[config.mk]
export PLATFORM = sky130hd
export DESIGN_NAME = freq_div_prog
export DESIGN_NICKNAME = d
export VERILOG_FILES = /design/src/rtl/freq_div_pkg.sv /design/src/rtl/freq_div_prog.sv
export SDC_FILE = /design/constraint.sdc
export NUM_CORES = 1
export LEC_CHECK = 0
export ABC_CLOCK_PERIOD_IN_PS = 8100
export CELL_PAD_IN_SITES_DETAIL_PLACEMENT = 1
export CELL_PAD_IN_SITES_GLOBAL_PLACEMENT = 1
export CORE_MARGIN = 8
export CORE_UTILIZATION = 48
export DETAILED_ROUTE_END_ITERATION = 12
export PLACE_DENSITY_LB_ADDON = 0.1
export SYNTH_ARGS = -nofsm -noshare
export SYNTH_HDL_FRONTEND = slang
export SYNTH_SLANG_ARGS = --single-unit
[constraint.sdc]
create_clock -name clk -period 8.1 [get_ports clk]
set_input_delay 1.62 -clock clk [delete_from_list [all_inputs] [get_ports clk]]
set_output_delay 1.62 -clock clk [all_outputs]
set_load 0.02 [all_outputs]
[src/rtl/freq_div_pkg.sv]
// Shared constants and helpers for the programmable frequency divider family.
package freq_div_pkg;

    localparam int unsigned DEF_CNT_W = 27;
    localparam int unsigned DEF_DIV   = 2**26;

    // A divisor of zero is meaningless; treat it as divide-by-one.
    function automatic logic [31:0] clamp_div(input logic [31:0] d);
        return (d == '0) ? 32'd1 : d;
    endfunction

endpackage

[src/rtl/freq_div_prog.sv]
// Run-time programmable clock divider: 50% divided clock, wrap strobe and live count.
// New divisors wait in a shadow register and take effect only at a period boundary.
module freq_div_prog
    import freq_div_pkg::*;
#(
    parameter int unsigned CNT_W       = DEF_CNT_W,
    parameter int unsigned DEFAULT_DIV = DEF_DIV
) (
    input  logic             clk,
    input  logic             rst_n,
    input  logic             en,
    input  logic             sync_clr,
    input  logic [CNT_W-1:0] div_in,
    input  logic             div_load,
    output logic             div_busy,
    output logic             clk_out,
    output logic             tick,
    output logic [CNT_W-1:0] cnt_out
);

    localparam longint unsigned MAX_DIV = (64'd1 << CNT_W) - 64'd1;

    if (CNT_W < 1 || CNT_W > 32) begin : g_bad_width
        $error("freq_div_prog: CNT_W must be in 1..32");
    end
    if (DEFAULT_DIV == 0 || 64'(DEFAULT_DIV) > MAX_DIV) begin : g_bad_div
        $error("freq_div_prog: DEFAULT_DIV must be in 1..2**CNT_W-1");
    end

    logic [CNT_W-1:0] cnt_q, cnt_d;
    logic [CNT_W-1:0] div_q, div_d;
    logic [CNT_W-1:0] shadow_q, shadow_d;
    logic             busy_q, busy_d;
    logic             clk_out_q, clk_out_d;
    logic             tick_q, tick_d;
    logic [CNT_W-1:0] div_new;
    logic             wrap;

    assign div_new = CNT_W'(clamp_div(32'(div_in)));
    assign wrap    = en && (cnt_q == div_q - CNT_W'(1));

    always_comb begin
        cnt_d     = cnt_q;
        div_d     = div_q;
        shadow_d  = shadow_q;
        busy_d    = busy_q;
        clk_out_d = clk_out_q;
        tick_d    = 1'b0;

        if (sync_clr || wrap) begin
            // Period boundary: a same-cycle load bypasses the shadow entirely.
            if (div_load) begin
                div_d  = div_new;
                busy_d = 1'b0;
            end else if (busy_q) begin
                div_d  = shadow_q;
                busy_d = 1'b0;
            end
            cnt_d = '0;
            if (sync_clr) begin
                clk_out_d = 1'b0;
            end else begin
                clk_out_d = ~clk_out_q;
                tick_d    = 1'b1;
            end
        end else begin
            if (en) begin
                cnt_d = cnt_q + CNT_W'(1);
            end
            if (div_load) begin
                shadow_d = div_new;
                busy_d   = 1'b1;
            end
        end
    end

    always_ff @(posedge clk or negedge rst_n) begin
        if (!rst_n) begin
            cnt_q     <= '0;
            div_q     <= CNT_W'(DEFAULT_DIV);
            shadow_q  <= '0;
            busy_q    <= 1'b0;
            clk_out_q <= 1'b0;
            tick_q    <= 1'b0;
        end else begin
            cnt_q     <= cnt_d;
            div_q     <= div_d;
            shadow_q  <= shadow_d;
            busy_q    <= busy_d;
            clk_out_q <= clk_out_d;
            tick_q    <= tick_d;
        end
    end

    assign cnt_out  = cnt_q;
    assign div_busy = busy_q;
    assign clk_out  = clk_out_q;
    assign tick     = tick_q;

endmodule

==> impl_metrics.toml, run 1 <==
[status]
outcome = "completed"

[timing]
worst_pin_slew_ns = 1.09
fmax_mhz = 228
hold_violations = 0
finalSetupViolations = 0
fin_ws_ns = 3.71
fin_crit_sh = 0.542
period_needed_ns = 4.39
rsz0062_at_grt = "no"
finalMaxSlewViolations = 0
fin_skew_ns = 0.00914
slew_headroom = 0.268
setup_tns_ns = 0

[synth]
netlist_area_um2 = 6070
ys_seq_area_frac = 0.347
async_reset_ff_frac = 1.00
ys_warn_count = 0
netlist_instances = 671
synth_fp_nets = 705
ys.flop_type = "dfrtp_1"
syn_avg_cell_area_um2 = 9.05
yosys_register_bits = 84
synth_cell_types = 67
synth_edf_count = 0

[final_layout]
nets = 730
drive_gt1_frac = 0.121
layout.area.seq_um2 = 2100
fill_cells = 1440
finalNonFillerCells = 873
fin_util = 0.557
multi_input_area_um2 = 3660
antennaDiodeCount = 0
syn2layout_area_growth_pct = 14.4
final_common_cell = "nor2_1"
most-common-layout-cells = "nor2_1 (85), dfrtp_1 (83), clkdlybuf4s50_1 (59), o21ai_0 (52)"

[floorplan]
die_w_um = 128
die_h_um = 128
dieArea_um2 = 16500
initial_core_util = 0.487
core_area_um2 = 12500
rows = 41
pin_count = 62

[hold_path]
hold_path.startpoint = "shadow_q[1]"
min_path_cells = 1
hold_end = "shadow_q[1]"
hold_class = "register to register"

[global_route]
grt_max_degree = 59
grt_pass1_vias = 5892
grt_pass1_wl_um = 30900
antenna_found_initial = 0
grt_util_all_layers = 0.234
overflow = 0

[detailed_routing]
antenna_left = 0
wl_um = 18700
via_per_inst = 6.30
drt_pre_antenna_iters = 5
vias = 5496
drt_iter0_drc = 400
wire_per_inst_um = 21.4
drc_errors = 0

[critical_path]
end_kind = "register"
ff2ff_setup_slack_ns = 3.82
r2r_start = "div_q[0]"
path_class = "input pin to register"
critPathRequiredTime_ns = 8.29
arrival_ns = 4.58
startpoint_type = "input pin"
cp_max_fo = 27
regToRegEndpoint = "cnt_out[0]"
ff2ff_path_depth = 11

[clock_tree]
postCtsHoldBufs = 0
cts_buffers = 9
ctsResizeCount = 0
path_clk_slew_ns = 0.06
postCtsSetupBuffers = 0
cts_tree = "built"
cts.sinks = 84
insertion_delay_ns = 0.35
cts_buffer_depth = 2
root_buffer = "clkbuf_16"
htreeDepth = 3

[power_and_ir_drop]
power_leakage_nw = 2.84
ir_worst_vdd_mv = 0.0974
power_density_nw_per_um2 = 189
power_mw = 1.31

[placement]
dp.cells = 857
place.gp.congestion = 0.875
io_buffers = 61
pre_cts_slack_ns = 3.40
dpl.hpwl_um = 12800

[flow_run]
maxCapViolCount = 0
[power breakdown]
group | leakage [nW] | internal (mW) | switching (mW) | total [mW]
combinational | 1.63 | 0.163 | 0.198 | 0.361
clock | 0.136 | 0.226 | 0.178 | 0.404
sequential | 1.08 | 0.465 | 0.0832 | 0.548
[through the flow]
stage	instance area [um^2]	hold slack (ns)
6_report	6950	0.509
5_1_grt	6950	0.524
4_1_cts	6950	0.510
3_5_place_dp	6660	0.496
3_3_place_gp	6660	0.487
2_1_floorplan	6070	0.479
[critical path, stage by stage]
cell and delay [ns]:
clkdlybuf4s50_1 0.66, nand3_1 0.12, nor3_1 0.38, o211ai_1 0.17, nor4b_1 0.30, and4_1 0.24
buf_4 0.44, and2_4 0.52, nor3_1 0.11
[state kept, by name (all words and copies together), names as in the netlist]
name      cells
shadow_q     27
div_q        27
clk_out       1
div_busy      1
tick          1
cnt_out      27
[cells in the mapped netlist (8+ instances only)]
cell type,instances,area share
a21oi_1,8,0.0066
and3_1,8,0.0082
buf_6,8,0.015
clkbuf_1,38,0.024
dfrtp_1,83,0.34
inv_1,9,0.0056
mux2_2,27,0.050
mux2i_1,27,0.045
nand2_1,24,0.015
nand3_1,14,0.012
nand4_1,10,0.010
nor2_1,85,0.053
nor3_1,21,0.017
nor3_2,20,0.033
nor4_1,13,0.013
o211a_1,31,0.051
o21a_1,23,0.028
o21ai_0,52,0.043
o22ai_1,28,0.029
xnor2_1,24,0.035
xor2_1,31,0.045
[cell type report]
class                   instances  area share
multi-input cells             524       0.526
clock inverters                 3     0.00306
inverters                       9     0.00486
repair buffers                 68      0.0944
well taps                     172      0.0310
clock buffers                  13      0.0375
flip-flops and latches         84       0.303
[layer usage]
metal	vias up	share of wire	GRT usage
met4	0	0.015	0.0860
li1	2522	-	-
met2	150	0.50	0.400
met5	-	0	0
met3	21	0.043	0.0327
met1	2803	0.44	0.294
[worst max-delay path by stage]
| stage | startpoint | to | slack [ns] | depth (start not counted) |
|---|---|---|---|---|
| 6_report | en | cnt_out[0] | 3.71 | 9 |
| 5_1_grt | en | cnt_out[0] | 3.57 | 9 |
| 4_1_cts | en | cnt_out[0] | 3.74 | 9 |
| 3_5_place_dp | en | cnt_out[4] | 3.40 | 9 |
| 3_3_place_gp | en | cnt_out[6] | 3.48 | 9 |
| 2_1_floorplan | en | cnt_out[10] | 4.53 | 11 |
[cell families after synthesis]
logic type	synth area share
mux	0.0946
fa+ha+maj	0.00412
buf+inv	0.0511
compound gates	0.197
xor+xnor	0.0794
simple gates	0.228
flops	0.347
(Power assumes the default switching activity.)
==> inputs of run 2 (changes only) <==
--- a/config.mk
+++ b/config.mk
@@ -5,11 +5,11 @@
 export SDC_FILE = /design/constraint.sdc
 export NUM_CORES = 1
 export LEC_CHECK = 0
-export ABC_CLOCK_PERIOD_IN_PS = 8100
+export ABC_CLOCK_PERIOD_IN_PS = 3920
 export CELL_PAD_IN_SITES_DETAIL_PLACEMENT = 1
 export CELL_PAD_IN_SITES_GLOBAL_PLACEMENT = 1
 export CORE_MARGIN = 8
-export CORE_UTILIZATION = 48
+export CORE_UTILIZATION = 40
 export DETAILED_ROUTE_END_ITERATION = 12
 export PLACE_DENSITY_LB_ADDON = 0.1
 export SYNTH_ARGS = -nofsm -noshare
==> constraint.sdc (replaced) <==
create_clock -name clk -period 3.92 [get_ports clk]
set_input_delay 0.784 -clock clk [delete_from_list [all_inputs] [get_ports clk]]
set_output_delay 0.784 -clock clk [all_outputs]
set_load 0.02 [all_outputs]
==> run 2 against run 1 <==
Critical path depth did not move. Via count about the same. First-iteration DRC count down 17%. Clock-buffer cell count increased by 1. Clock skew about the same. Non-clock buffer count increased by 14. Combinational power rose by 120%. Largest cell class unchanged.
==> impl_metrics.toml, run 2 (synthesized netlist as in run 1, its figures left out) <==
[floorplan]
core_area_um2 = 15000
initial_core_util = 0.404
pin_count = 62
rows = 45
die_w_um = 139
dieArea_um2 = 19400
die_h_um = 139

[timing]
finalMaxSlewViolations = 0
slew_headroom = 0.409
fmax_mhz = 273
fin_crit_sh = 0.936
fin_skew_ns = 0.00934
finalSetupViolations = 0
hold_violations = 0
worst_pin_slew_ns = 0.886
rsz0062_at_grt = "no"
period_needed_ns = 3.67
fin_ws_ns = 0.252
setup_tns_ns = 0

[clock_tree]
insertion_delay_ns = 0.35
cts.sinks = 84
root_buffer = "clkbuf_16"
postCtsHoldBufs = 0
path_clk_slew_ns = 0.07
cts_buffer_depth = 2
htreeDepth = 3
cts_buffers = 9
cts_tree = "built"
postCtsSetupBuffers = 0

[critical_path]
end_kind = "register"
path_class = "register to register"
cp_max_fo = 27
arrival_ns = 3.90
startpoint_type = "register"
critPathRequiredTime_ns = 4.15

[global_route]
grt_pass1_wl_um = 32500
overflow = 0
grt_util_all_layers = 0.208
grt_pass1_vias = 5851
antenna_found_initial = 0
grt_max_degree = 65

[detailed_routing]
wire_per_inst_um = 21.9
via_per_inst = 6.09
drc_errors = 0
drt_pre_antenna_iters = 5
antenna_left = 0
vias = 5497
wl_um = 19800
drt_iter0_drc = 334

[placement]
place.gp.congestion = 0.821
dpl.hpwl_um = 13800
io_buffers = 61
pre_cts_slack_ns = 0.230

[final_layout]
nets = 744
syn2layout_area_growth_pct = 17.8
most-common-layout-cells = "nor2_1 (85), dfrtp_1 (83), clkdlybuf4s50_1 (59), o21ai_0 (52)"
fill_cells = 1719
drive_gt1_frac = 0.136
layout.area.seq_um2 = 2100
multi_input_area_um2 = 3660
antennaDiodeCount = 0
final_common_cell = "nor2_1"

[status]
outcome = "completed"

[power_and_ir_drop]
ir_worst_vdd_mv = 0.208
power_density_nw_per_um2 = 401
power_leakage_nw = 2.95

[flow_run]
maxCapViolCount = 0

[hold_path]
hold_class = "register to register"
[run 2: cell count changes in the layout (fill, tap and decap cells not counted), sizes merged]
cell      delta
buf         +14
bufinv       +2
clkbuf       +1
clkinv       -1
clkinvlp     -1
inv          -1
[run 2: layer usage]
layer	global-route usage	wire length, um	up-vias
met5	0	0	-
met4	0.0543	236	0
met3	0.0379	565	17
met2	0.353	9770	104
met1	0.266	9200	2836
li1	-	-	2540
[run 2: through the flow]
step | total power [mW] | hold WS, ns | util | cell area, um^2 | cells
6_report | 2.87 | 0.507 | 0.476 | 7150 | 903
5_1_grt | 3.01 | 0.524 | 0.476 | 7150 | 903
3_5_place_dp | 1.92 | 0.495 | 0.454 | 6830 | 887
4_1_cts | 2.88 | 0.510 | 0.475 | 7140 | 903
3_3_place_gp | 1.88 | 0.489 | 0.454 | 6830 | 887
2_1_floorplan | 1.65 | 0.479 | - | 6070 | 671
[run 2: path summary, 6_finish.rpt]
path	endpoint	cells past startpoint	startpoint	slack (ns)
min reg2reg	shadow_q[1]	1	shadow_q[1]	0.51
max reg2reg	shadow_q[7]	9	div_q[18]	0.25
max in group asynchronous	div_q[26]	2	rst_n	2.57
min in group asynchronous	cnt_out[5]	1	rst_n	0.54
max	shadow_q[7]	9	div_q[18]	0.25
min	shadow_q[1]	1	shadow_q[1]	0.51
[run 2: timing repair]
item,CTS,global route
resized for setup,0,1
setup endpoints to repair,0,27
endpoints found under the hold margin,0,0
[run 2: power breakdown]
group	internal, mW	switching, mW	leakage, nW
Combinational	0.363	0.434	1.72
Sequential	0.961	0.164	1.08
Clock	0.578	0.371	0.151
Total	1.90	0.969	2.95
[run 2: cell type report]
class                      instances  area share
clock inverter                     2     0.00840
tap                              188      0.0329
inverter                           9     0.00473
sequential                        84       0.294
multi-input combinational        524       0.513
clock buffer                      14      0.0355
timing repair buffer              82       0.112
[run 2: critical path: stages, from the launching register on]
cell and delay, ns:
dfrtp_1 0.49, or4_1 0.62, or3_1 0.38, a2111oi_1 0.53, nor2_1 0.12, nor4_1 0.31
nand4_1 0.31, nand3_2 0.20, buf_12 0.21, mux2_2 0.37
